File: config.mk
export PLATFORM = sky130hd
export DESIGN_NAME = decoder_seq_flat
export DESIGN_NICKNAME = d
export VERILOG_FILES = /design/src/rtl/decoder_seq_pkg.sv /design/src/rtl/decoder_seq_if.sv /design/src/rtl/decoder_seq_onehot_dec.sv /design/src/rtl/decoder_seq.sv /design/src/flat_wrapper.sv
export SDC_FILE = /design/constraint.sdc
export NUM_CORES = 1
export LEC_CHECK = 0
export CELL_PAD_IN_SITES_DETAIL_PLACEMENT = 1
export CELL_PAD_IN_SITES_GLOBAL_PLACEMENT = 1
export CORE_MARGIN = 2
export CORE_UTILIZATION = 30
export DETAILED_ROUTE_END_ITERATION = 6
export GPL_TIMING_DRIVEN = 0
export HOLD_SLACK_MARGIN = 0.05
export MAX_ROUTING_LAYER = met4
export PLACE_DENSITY_LB_ADDON = 0.1
export SYNTH_ARGS = -nofsm -noshare
export SYNTH_HDL_FRONTEND = slang
export SYNTH_HIERARCHICAL = 1
export SYNTH_SLANG_ARGS = --single-unit
File: constraint.sdc
create_clock -name clk -period 3 [get_ports clk]
set_input_delay 0.45 -clock clk [delete_from_list [all_inputs] [get_ports clk]]
set_output_delay 0.45 -clock clk [all_outputs]
set_load 0.02 [all_outputs]
File: src/rtl/decoder_seq_pkg.sv
// ----------------------------------------------------------------------------
// decoder_seq_pkg
//
// Shared types for the sequential one-hot select generator.
//   mode_e  : command mode carried on in_mode (OFF / DIRECT / SCAN_UP / SCAN_DOWN)
//   state_e : controller state (IDLE / HOLD / SCAN / BLANK)
//
// BLANK is only ever entered when DECODER_SEQ_BLANK_EN is defined; the
// encoding is kept in both builds so the type stays the same everywhere.
// ----------------------------------------------------------------------------
package decoder_seq_pkg;

  // Raw 2-bit encodings of the command modes, usable where a plain vector
  // is handier than the enum (e.g. register maps upstream).
  localparam logic [1:0] MODE_ENC_OFF       = 2'b00;
  localparam logic [1:0] MODE_ENC_DIRECT    = 2'b01;
  localparam logic [1:0] MODE_ENC_SCAN_UP   = 2'b10;
  localparam logic [1:0] MODE_ENC_SCAN_DOWN = 2'b11;

  typedef enum logic [1:0] {
    MODE_OFF       = MODE_ENC_OFF,
    MODE_DIRECT    = MODE_ENC_DIRECT,
    MODE_SCAN_UP   = MODE_ENC_SCAN_UP,
    MODE_SCAN_DOWN = MODE_ENC_SCAN_DOWN
  } mode_e;

  typedef enum logic [1:0] {
    ST_IDLE  = 2'b00,
    ST_HOLD  = 2'b01,
    ST_SCAN  = 2'b10,
    ST_BLANK = 2'b11
  } state_e;

  // Both scan modes have the top encoding bit set.
  function automatic logic is_scan_mode(input mode_e m);
    return m[1];
  endfunction

  // Direction of a scan mode: 1 = counting up.
  function automatic logic is_scan_up(input mode_e m);
    return (m == MODE_SCAN_UP);
  endfunction

endpackage

File: src/rtl/decoder_seq_if.sv
// ----------------------------------------------------------------------------
// decoder_seq_if
//
// Command handshake and select outputs of decoder_seq bundled together.
//   in_valid  : command present                     (master -> slave)
//   in_ready  : command can be accepted this cycle  (slave  -> master)
//   in_mode   : OFF / DIRECT / SCAN_UP / SCAN_DOWN  (master -> slave)
//   in_sel    : target or start index               (master -> slave)
//   in_dwell  : extra cycles per scan position      (master -> slave)
//   dout      : registered one-hot select           (slave  -> master)
//   busy      : high while scanning                 (slave  -> master)
//   wrap      : one-cycle scan wrap-around pulse    (slave  -> master)
//
// The "master" modport is the control register block side, "slave" is the
// select generator itself.
// ----------------------------------------------------------------------------
interface decoder_seq_if #(
  parameter int SEL_W   = 3,
  parameter int DWELL_W = 8
);
  import decoder_seq_pkg::*;

  localparam int OUT_W = 2 ** SEL_W;

  logic               in_valid;
  logic               in_ready;
  mode_e              in_mode;
  logic [SEL_W-1:0]   in_sel;
  logic [DWELL_W-1:0] in_dwell;
  logic [OUT_W-1:0]   dout;
  logic               busy;
  logic               wrap;

  modport master (
    output in_valid,
    output in_mode,
    output in_sel,
    output in_dwell,
    input  in_ready,
    input  dout,
    input  busy,
    input  wrap
  );

  modport slave (
    input  in_valid,
    input  in_mode,
    input  in_sel,
    input  in_dwell,
    output in_ready,
    output dout,
    output busy,
    output wrap
  );

endinterface

File: src/rtl/decoder_seq_onehot_dec.sv
// ----------------------------------------------------------------------------
// onehot_dec
//
// Purely combinational SEL_W -> 2**SEL_W one-hot decoder. Because the output
// width is exactly 2**SEL_W, every index value maps to a real output line and
// the result is always exactly one-hot.
//   idx    : index to decode
//   onehot : one-hot vector with bit idx set
// ----------------------------------------------------------------------------
module onehot_dec #(
  parameter int SEL_W = 3
) (
  input  logic [SEL_W-1:0]      idx,
  output logic [2**SEL_W-1:0]   onehot
);

  always_comb begin
    onehot      = '0;
    onehot[idx] = 1'b1;
  end

endmodule

File: src/rtl/decoder_seq.sv
// ----------------------------------------------------------------------------
// decoder_seq
//
// Registered one-hot select generator for the row/column select drivers.
// Drives 2**SEL_W select lines either held at a commanded index (DIRECT) or
// auto-scanned up/down with a programmable dwell per position (SCAN_UP /
// SCAN_DOWN). Commands arrive over a valid/ready handshake and preempt
// whatever is running.
//
// Parameters:
//   SEL_W   : index width, output count is 2**SEL_W
//   DWELL_W : width of the dwell field
//
// Ports:
//   clk : rising-edge clock
//   rst : synchronous active-high reset
//   bus : decoder_seq_if.slave (in_valid/in_ready/in_mode/in_sel/in_dwell,
//         dout/busy/wrap)
//
// Optional build macro:
//   DECODER_SEQ_BLANK_EN : break-before-make. Every index change while a
//   select is active passes through one BLANK cycle (dout=0, in_ready=0).
//   Scan period per position becomes dwell+2 instead of dwell+1.
// ----------------------------------------------------------------------------
module decoder_seq
  import decoder_seq_pkg::*;
#(
  parameter int SEL_W   = 3,
  parameter int DWELL_W = 8
) (
  input  logic         clk,
  input  logic         rst,
  decoder_seq_if.slave bus
);

  localparam int OUT_W = 2 ** SEL_W;

  localparam logic [SEL_W-1:0]   IDX_ONE   = SEL_W'(1);
  localparam logic [DWELL_W-1:0] DWELL_ONE = DWELL_W'(1);

  // Registered state
  state_e             state_q;
  logic [SEL_W-1:0]   idx_q;
  logic [DWELL_W-1:0] cnt_q;
  logic [DWELL_W-1:0] dwell_q;
  logic               up_q;
  logic [OUT_W-1:0]   dout_q;
  logic               busy_q;
  logic               wrap_q;

  // Next-state values
  state_e             state_n;
  logic [SEL_W-1:0]   idx_n;
  logic [DWELL_W-1:0] cnt_n;
  logic [DWELL_W-1:0] dwell_n;
  logic               up_n;
  logic               wrap_n;
  logic               step_wrap;
  logic [OUT_W-1:0]   sel_onehot;
  logic               accept;

`ifdef DECODER_SEQ_BLANK_EN
  // While blanking, idx_q already holds the upcoming index; these remember
  // which state to resume and whether that first visible cycle is a wrap.
  state_e pend_q;
  state_e pend_n;
  logic   wrap_pend_q;
  logic   wrap_pend_n;
`endif

  // in_ready drops combinationally with rst so nothing is accepted during
  // reset, and stays low through a blank cycle.
  assign bus.in_ready = !rst && (state_q != ST_BLANK);
  assign accept       = bus.in_valid && bus.in_ready;

  // Decode the index that will be shown after the edge, then register it;
  // dout is therefore a clean flop output with no decode glitches.
  onehot_dec #(
    .SEL_W (SEL_W)
  ) u_onehot_dec (
    .idx    (idx_n),
    .onehot (sel_onehot)
  );

  // Next-state logic. A command always wins over the scan step on the same
  // edge, which is what makes preemption restart the dwell without a wrap.
  always_comb begin
    state_n   = state_q;
    idx_n     = idx_q;
    cnt_n     = cnt_q;
    dwell_n   = dwell_q;
    up_n      = up_q;
    wrap_n    = 1'b0;
    step_wrap = 1'b0;
`ifdef DECODER_SEQ_BLANK_EN
    pend_n      = pend_q;
    wrap_pend_n = wrap_pend_q;
`endif

    if (accept) begin
      if (bus.in_mode == MODE_OFF) begin
        state_n = ST_IDLE;
      end else if (bus.in_mode == MODE_DIRECT) begin
        state_n = ST_HOLD;
        idx_n   = bus.in_sel;
      end else begin
        state_n = ST_SCAN;
        idx_n   = bus.in_sel;
        cnt_n   = bus.in_dwell;
        dwell_n = bus.in_dwell;
        up_n    = is_scan_up(bus.in_mode);
      end
`ifdef DECODER_SEQ_BLANK_EN
      // Replacing an active select goes through a blank first; commands
      // from IDLE (nothing lit) and OFF commands go straight through.
      if ((bus.in_mode != MODE_OFF) && (state_q != ST_IDLE)) begin
        pend_n      = state_n;
        state_n     = ST_BLANK;
        wrap_pend_n = 1'b0;
      end
`endif
    end else if (state_q == ST_SCAN) begin
      if (cnt_q == '0) begin
        // Wrap is judged on the index being left, before the step.
        step_wrap = up_q ? (idx_q == '1) : (idx_q == '0);
        idx_n     = up_q ? (idx_q + IDX_ONE) : (idx_q - IDX_ONE);
        cnt_n     = dwell_q;
`ifdef DECODER_SEQ_BLANK_EN
        state_n     = ST_BLANK;
        pend_n      = ST_SCAN;
        wrap_pend_n = step_wrap;
`else
        wrap_n      = step_wrap;
`endif
      end else begin
        cnt_n = cnt_q - DWELL_ONE;
      end
    end
`ifdef DECODER_SEQ_BLANK_EN
    else if (state_q == ST_BLANK) begin
      // The pending wrap is released together with the first lit cycle.
      state_n     = pend_q;
      wrap_n      = wrap_pend_q;
      wrap_pend_n = 1'b0;
    end
`endif
  end

  // State and output registers. Reset beats any command or step.
  always_ff @(posedge clk) begin
    if (rst) begin
      state_q <= ST_IDLE;
      idx_q   <= '0;
      cnt_q   <= '0;
      dwell_q <= '0;
      up_q    <= 1'b0;
      dout_q  <= '0;
      busy_q  <= 1'b0;
      wrap_q  <= 1'b0;
    end else begin
      state_q <= state_n;
      idx_q   <= idx_n;
      cnt_q   <= cnt_n;
      dwell_q <= dwell_n;
      up_q    <= up_n;
      dout_q  <= ((state_n == ST_HOLD) || (state_n == ST_SCAN)) ? sel_onehot : '0;
      busy_q  <= (state_n == ST_SCAN);
      wrap_q  <= wrap_n;
    end
  end

`ifdef DECODER_SEQ_BLANK_EN
  always_ff @(posedge clk) begin
    if (rst) begin
      pend_q      <= ST_IDLE;
      wrap_pend_q <= 1'b0;
    end else begin
      pend_q      <= pend_n;
      wrap_pend_q <= wrap_pend_n;
    end
  end
`endif

  assign bus.dout = dout_q;
  assign bus.busy = busy_q;
  assign bus.wrap = wrap_q;

endmodule

File: src/flat_wrapper.sv
// flat-port wrapper written by rule: the top's interface ports become plain ports
module decoder_seq_flat import decoder_seq_pkg::*;
#(
  parameter int SEL_W   = 3,
  parameter int DWELL_W = 8
)
  (clk, rst, bus_in_valid, bus_in_mode, bus_in_sel, bus_in_dwell, bus_in_ready, bus_dout, bus_busy, bus_wrap);
  decoder_seq_if #(.SEL_W(SEL_W), .DWELL_W(DWELL_W)) bus_i ();
  input  logic clk;
  input  logic rst;
  input wire logic [$bits(bus_i.in_valid)-1:0] bus_in_valid;
  input wire logic [$bits(bus_i.in_mode)-1:0] bus_in_mode;
  input wire logic [$bits(bus_i.in_sel)-1:0] bus_in_sel;
  input wire logic [$bits(bus_i.in_dwell)-1:0] bus_in_dwell;
  output wire logic [$bits(bus_i.in_ready)-1:0] bus_in_ready;
  output wire logic [$bits(bus_i.dout)-1:0] bus_dout;
  output wire logic [$bits(bus_i.busy)-1:0] bus_busy;
  output wire logic [$bits(bus_i.wrap)-1:0] bus_wrap;
  assign bus_i.in_valid = bus_in_valid;
  assign bus_i.in_mode = bus_in_mode;
  assign bus_i.in_sel = bus_in_sel;
  assign bus_i.in_dwell = bus_in_dwell;
  assign bus_in_ready = bus_i.in_ready;
  assign bus_dout = bus_i.dout;
  assign bus_busy = bus_i.busy;
  assign bus_wrap = bus_i.wrap;
  decoder_seq #(.SEL_W(SEL_W), .DWELL_W(DWELL_W)) u_core (.clk(clk), .rst(rst), .bus(bus_i));
endmodule
Word-level counts from Yosys, hierarchy flattened
Index checks and enable logic that the tools add are counted.
{"block": "totals", "ff_bits": 32, "latchBits": 0, "ram_bits": 0, "mem_bits_ro": 0, "in_bits": 16, "out_inout_bits": 11, "n_memories": 0}
{"block": "classes", "add_sub_neg": 3, "mul": 0, "div_mod_pow": 0, "n_lt_le_gt_ge": 2, "eq_ne": 9, "n_shift": 0, "muxes": 16, "bitwise": 5, "n_reduce_logical": 13}
{"cell": "8-bit two-way mux", "n": 5}
{"cell": "3-bit two-way mux", "n": 5}
{"cell": "8-bit logical NOT", "n": 1}
{"cell": "8-bit by 1-bit subtractor with 8-bit output (second input constant)", "n": 1}
{"cell": "2-bit equality test (second input constant)", "n": 3}
{"cell": "2-bit two-way mux", "n": 3}
{"cell": "2-bit inequality test (second input constant)", "n": 3}
{"cell": "3-bit AND reduction", "n": 2}
{"cell": "1-bit inverter", "n": 5}
{"cell": "2-bit by 1-bit equality test with 1-bit output (second input constant)", "n": 2}
{"cell": "3-bit by 4-bit < comparator with 1-bit output (second input constant)", "n": 1}
{"cell": "4-bit OR reduction", "n": 1}
{"cell": "3-bit by 1-bit adder with 3-bit output (second input constant)", "n": 1}
{"cell": "1-bit demux with 3-bit select", "n": 1}
{"cell": "3-bit equality test (second input constant)", "n": 1}
{"cell": "3-bit by 1-bit greater-or-equal comparator with 1-bit output (second input constant)", "n": 1}
{"cell": "1-bit logical AND", "n": 3}
{"cell": "3-bit logical NOT", "n": 1}
{"cell": "3-bit by 1-bit subtractor with 3-bit output (second input constant)", "n": 1}
{"cell": "2-bit logical NOT", "n": 1}
{"cell": "1-bit two-way mux", "n": 2}
{"cell": "2-bit nonzero test", "n": 1}
{"cell": "2-bit OR reduction", "n": 1}
{"cell": "1-bit logical NOT", "n": 1}
{"cell": "1-bit logical OR", "n": 1}

Longest topological paths before layout
{"block": "logic_depth", "depth_word": 9, "mapped_depth": 9}

By module
The synthesis kept the hierarchy.
{"module": "decoder_seq", "n_inst": 1, "cells_each": 177, "area_per_inst_um2": 1541.5, "seq_area_each_um2": 640.6}
{"module": "onehot_dec", "n_inst": 1, "cells_each": 8, "area_per_inst_um2": 65.1, "seq_area_each_um2": 0.0}

Worst setup path after synthesis
OpenSTA, ideal clock, no wires.
{"block": "synth_path", "path_type": "reg-to-reg", "start": "reg u_core.cnt_q[0]", "end": "reg u_core.dout_q[3] (netlist: u_core/bus.dout[3])", "t_arrival_ns": 1.893, "required_ns": 2.885, "slack_ns": 0.992, "stages_incl_launch_ff": 10, "path_buffers": 1, "synth_period_minus_slack_ns": 2.008, "cell_sequence": "dfxtp_1 inv_1 ha_1 nor4b_4 nand2_1 buf_2 o221ai_1 nand3_1 and3b_2 and2_1"}
{"block": "synth_via", "elab_chain_cells": 8, "elab_cells_between_ends": 9}
{"item": "from (decl)", "line_no": "decoder_seq.sv:44", "source": "logic [DWELL_W-1:0] cnt_q;"}
{"item": "from (signal assigned)", "line_no": "decoder_seq.sv:163", "source": "cnt_q <= cnt_n;"}
{"item": "8-bit logical NOT (*)", "line_no": "decoder_seq.sv:123", "source": "if (cnt_q == '0) begin"}
{"item": "3-bit two-way mux (*)", "line_no": "decoder_seq.sv:123"}
{"item": "3-bit two-way mux (*)", "line_no": "decoder_seq.sv:122", "source": "end else if (state_q == ST_SCAN) begin"}
{"item": "3-bit two-way mux (*)", "line_no": "decoder_seq.sv:100", "source": "if (accept) begin"}
{"item": "net u_core.idx_n[0]", "line_no": "decoder_seq.sv:53", "source": "logic [SEL_W-1:0] idx_n;"}
{"item": "3-bit by 4-bit < comparator with 1-bit output (implied by the code) or 3-bit by 1-bit greater-or-equal comparator with 1-bit output (tied branches)", "line_no": "decoder_seq_onehot_dec.sv:19", "source": "onehot[idx] = 1'b1;"}
{"item": "1-bit logical AND (implied by the code)", "line_no": "decoder_seq_onehot_dec.sv:19"}
{"item": "1-bit two-way mux (implied by the code)", "line_no": "decoder_seq_onehot_dec.sv:19"}
{"item": "1-bit demux with 3-bit select (*)", "line_no": "decoder_seq_onehot_dec.sv:19"}
{"item": "net u_core.sel_onehot[3]", "line_no": "decoder_seq.sv:59", "source": "logic [OUT_W-1:0] sel_onehot;"}
{"item": "to (signal assigned)", "line_no": "decoder_seq.sv:166", "source": "dout_q <= ((state_n == ST_HOLD) || (state_n == ST_SCAN)) ? sel_onehot : '0;"}
{"item": "to (decl)", "line_no": "decoder_seq.sv:47", "source": "logic [OUT_W-1:0] dout_q;"}
The timed path passes the listed nets; every way through them passes the cells marked *.
A chain may end at the register's enable or synchronous reset.

Worst setup path after layout
{"block": "layout_path", "start": "in bus_in_mode[1]", "end": "reg u_core.dout_q[4] (netlist: u_core/bus.dout[4])"}
{"block": "layout_via", "elab_chain_cells": 8, "elab_cells_between_ends": 17}
{"item": "from (decl)", "line_no": "flat_wrapper.sv:12", "source": "input wire logic [$bits(bus_i.in_mode)-1:0] bus_in_mode;"}
{"item": "2-bit by 1-bit equality test with 1-bit output", "line_no": "decoder_seq.sv:103", "source": "end else if (bus.in_mode == MODE_DIRECT) begin"}
{"item": "2-bit two-way mux", "line_no": "decoder_seq.sv:103"}
{"item": "2-bit two-way mux (*)", "line_no": "decoder_seq.sv:101", "source": "if (bus.in_mode == MODE_OFF) begin"}
{"item": "2-bit two-way mux (*)", "line_no": "decoder_seq.sv:100"}
{"item": "net u_core.state_n[1]", "line_no": "decoder_seq.sv:52", "source": "state_e state_n;"}
{"item": "2-bit by 1-bit equality test with 1-bit output or 2-bit equality test (tied branches)", "line_no": "decoder_seq.sv:166"}
{"item": "1-bit logical OR (*)", "line_no": "decoder_seq.sv:166"}
{"item": "1-bit inverter (no source line) (*)"}
{"item": "2-bit OR reduction (no source line) (*)"}
Marked as above.

==> impl_metrics.toml <==
[clock_tree]
clock-sinks = 32
clock_path_buffers = 2
numCtsBuffers = 5
clk_pin_slew_worst_paths_ns = 0.07
clock-root-buffer = "clkbuf_8"
cts_tree = "done"
htreeDepth = 2
cts_hold_buf = 0
clock_latency_ns = 0.30

[routing]
ant_nets = 0
firstDrtPassIters = 4
drc = 0
drt-initial-drc-count = 68
postRouteWirelength_um = 4580
routed_via_density = 5.21
num_vias = 1501
wire_per_inst_um = 15.9

[logic_synthesis]
synth.most_common_cell = "dfxtp_1"
synth_area_um2 = 1610
synth.net_count = 204
synth_common_cells = "32 x dfxtp_1, 21 x a21oi_1, 21 x nand2_1"
yosysSeqAreaShare_pct = 39.9
synth.area.top_cells = "dfxtp_1 40%, a21oi_1 6.5%, nand2_1 4.9%, nand3_1 3.4%, and2_1 3.1%"
synth_edf_count = 0
avgSynthCellArea_um2 = 8.68
ys_warn_count = 6
ys_ff_latch = 32
synth_top_area_share_pct = 39.9
synthFlopType = "dfxtp_1"
yosys.area.top_type = "dfxtp_1"
synthArstFlopShare_pct = 0
ys_types = 49
synthCells = 185

[sta]
fin_crit_ns = 2.67
slew_viol_final = 0
fin_skew_ns = 0.00736
slew_headroom_pct = 60.9
fmax_mhz = 374
worstMarginPinSlew_ns = 0.587
setup_violations = 0
rsz0062_at_grt = "false"
worst_slack_ns = 0.326
fin_crit_sh_pct = 89.1
setup-tns-final_ns = 0
timing.hold.ws_ns = 0.462
hold_viol_final = 0

[global_routing]
grt_overflow_total = 0
antenna_found_initial = 0
first_global_vias = 1520
track_usage_pct = 16.9
grt_pass1_wl_um = 7580
grt_max_degree = 11

[place]
io_buffers = 25
dpl_cell_area_um2 = 1940
placed_cells = 280
pre_cts_slack_ns = -0.223
dp.final_hpwl_um = 3370
gp_congestion = 0.779

[cells_and_area]
finalNonFillerCells = 288
utilization_pct = 40.3
drive_above_1_share_pct = 12.8
antennaDiodeCount = 0
nets = 236
syn_to_final_growth_pct = 29.0
fin_area_um2 = 2070

[power_and_ir_drop]
total_power_mw = 1.18
ir_drop_mv = 0.210
p_leak_nw = 0.786
powerDensity_nw_per_um2 = 568

[setup_path]
required_ns = 3.24
crit_arrival_ns = 2.91
path_max_fanout = 10
worst_setup_path_start_kind = "primary input"
end_kind = "flop"
critical_path_class = "primary input to flop"
worst-r2r-setup-slack_ns = 0.62

[die]
die_x_um = 77.2
die_area_um2 = 5960
start_util_pct = 31.3
rows = 26
die_h_um = 77.2
pin_count = 27
core_um2 = 5140

[run_status]
status = "finished clean"

[hold_path]
hold_class = "flop to flop"

[run]
cap_violations = 0
[critical path, stage by stage]
cell and delay, ns:
clkdlybuf4s50_1 0.47, clkbuf_2 0.26, nand3_1 0.29, clkbuf_1 0.50
nand2_1 0.11, ha_1 0.32, nor2_1 0.31, and2_1 0.18
[layer usage]
layer	up-vias	share of wire [%]	global-route usage (%)
li1	726	-	-
met3	6	3.7	4.59
met5	-	0	-
met1	743	47	22.1
met2	26	48	25.7
met4	0	1.3	4.82
[layout make-up]
class	instances	area, µm²
sequential	32	641
fill	627	3070
buffer	8	38.8
timing repair buffer	25	250
multi-input combinational	138	902
clock inverter	1	30.0
clock buffer	7	96.3
inverter	7	26.3
tap	70	87.6
[cells by family (layout without fill, tap and decap cells)]
| kind of cell | after synthesis | in the layout | share of synthesized area [%] |
|---|---|---|---|
| mux | 4 | 4 | 2.49 |
| buf+inv | 15 | 48 | 3.97 |
| simple gates | 78 | 78 | 27.4 |
| xor+xnor | 4 | 4 | 2.18 |
| fa+ha+maj | 3 | 3 | 2.80 |
| flops | 32 | 32 | 39.9 |
| compound gates | 49 | 49 | 21.3 |
[placed cells by master (no fill, tap or decap), drive strengths merged, types with 2 or more instances in the layout]
cell,count
a211oi,2
o211ai,3
nor2,13
nand2,21
dfxtp,32
clkdlybuf4s50,25
inv,7
nor3,2
clkbuf,11
o21ai,3
a21oi,23
mux2i,4
ha,2
o31ai,2
nand4,3
buf,4
and2,8
a31oi,2
and3b,3
a221oi,2
xnor2,2
or4,2
xor2,2
nand3,11
nor2b,7
nor3b,4
[report_power, final]
group	switching, mW	total [mW]	internal [mW]
Sequential	0.0235	0.468	0.445
Clock	0.173	0.466	0.293
Combinational	0.135	0.242	0.107
Total	0.332	1.18	0.845
[registers in the layout (all words and copies together) (netlist names)]
name / flops
u_core/cnt_q: 8
u_core/bus.busy: 1
u_core/state_q: 2
u_core/bus.dout: 8
u_core/idx_q: 3
u_core/dwell_q: 8
u_core/bus.wrap: 1
u_core/up_q: 1
[path summary, 6_finish.rpt]
kind | startpoint | cells past startpoint | endpoint
setup / recovery | bus_in_mode[1] | 8 | u_core/bus.dout[4]
hold / removal | u_core/dwell_q[5] | 2 | u_core/dwell_q[5]
setup reg to reg | u_core/cnt_q[0] | 9 | u_core/bus.dout[3]
hold reg to reg | u_core/dwell_q[5] | 2 | u_core/dwell_q[5]
[repair_timing]
action,CTS,global route
buffers inserted,0,0
resized for setup,0,1
endpoints found under the setup margin,0,8
Power figures use the tool's default switching activity.
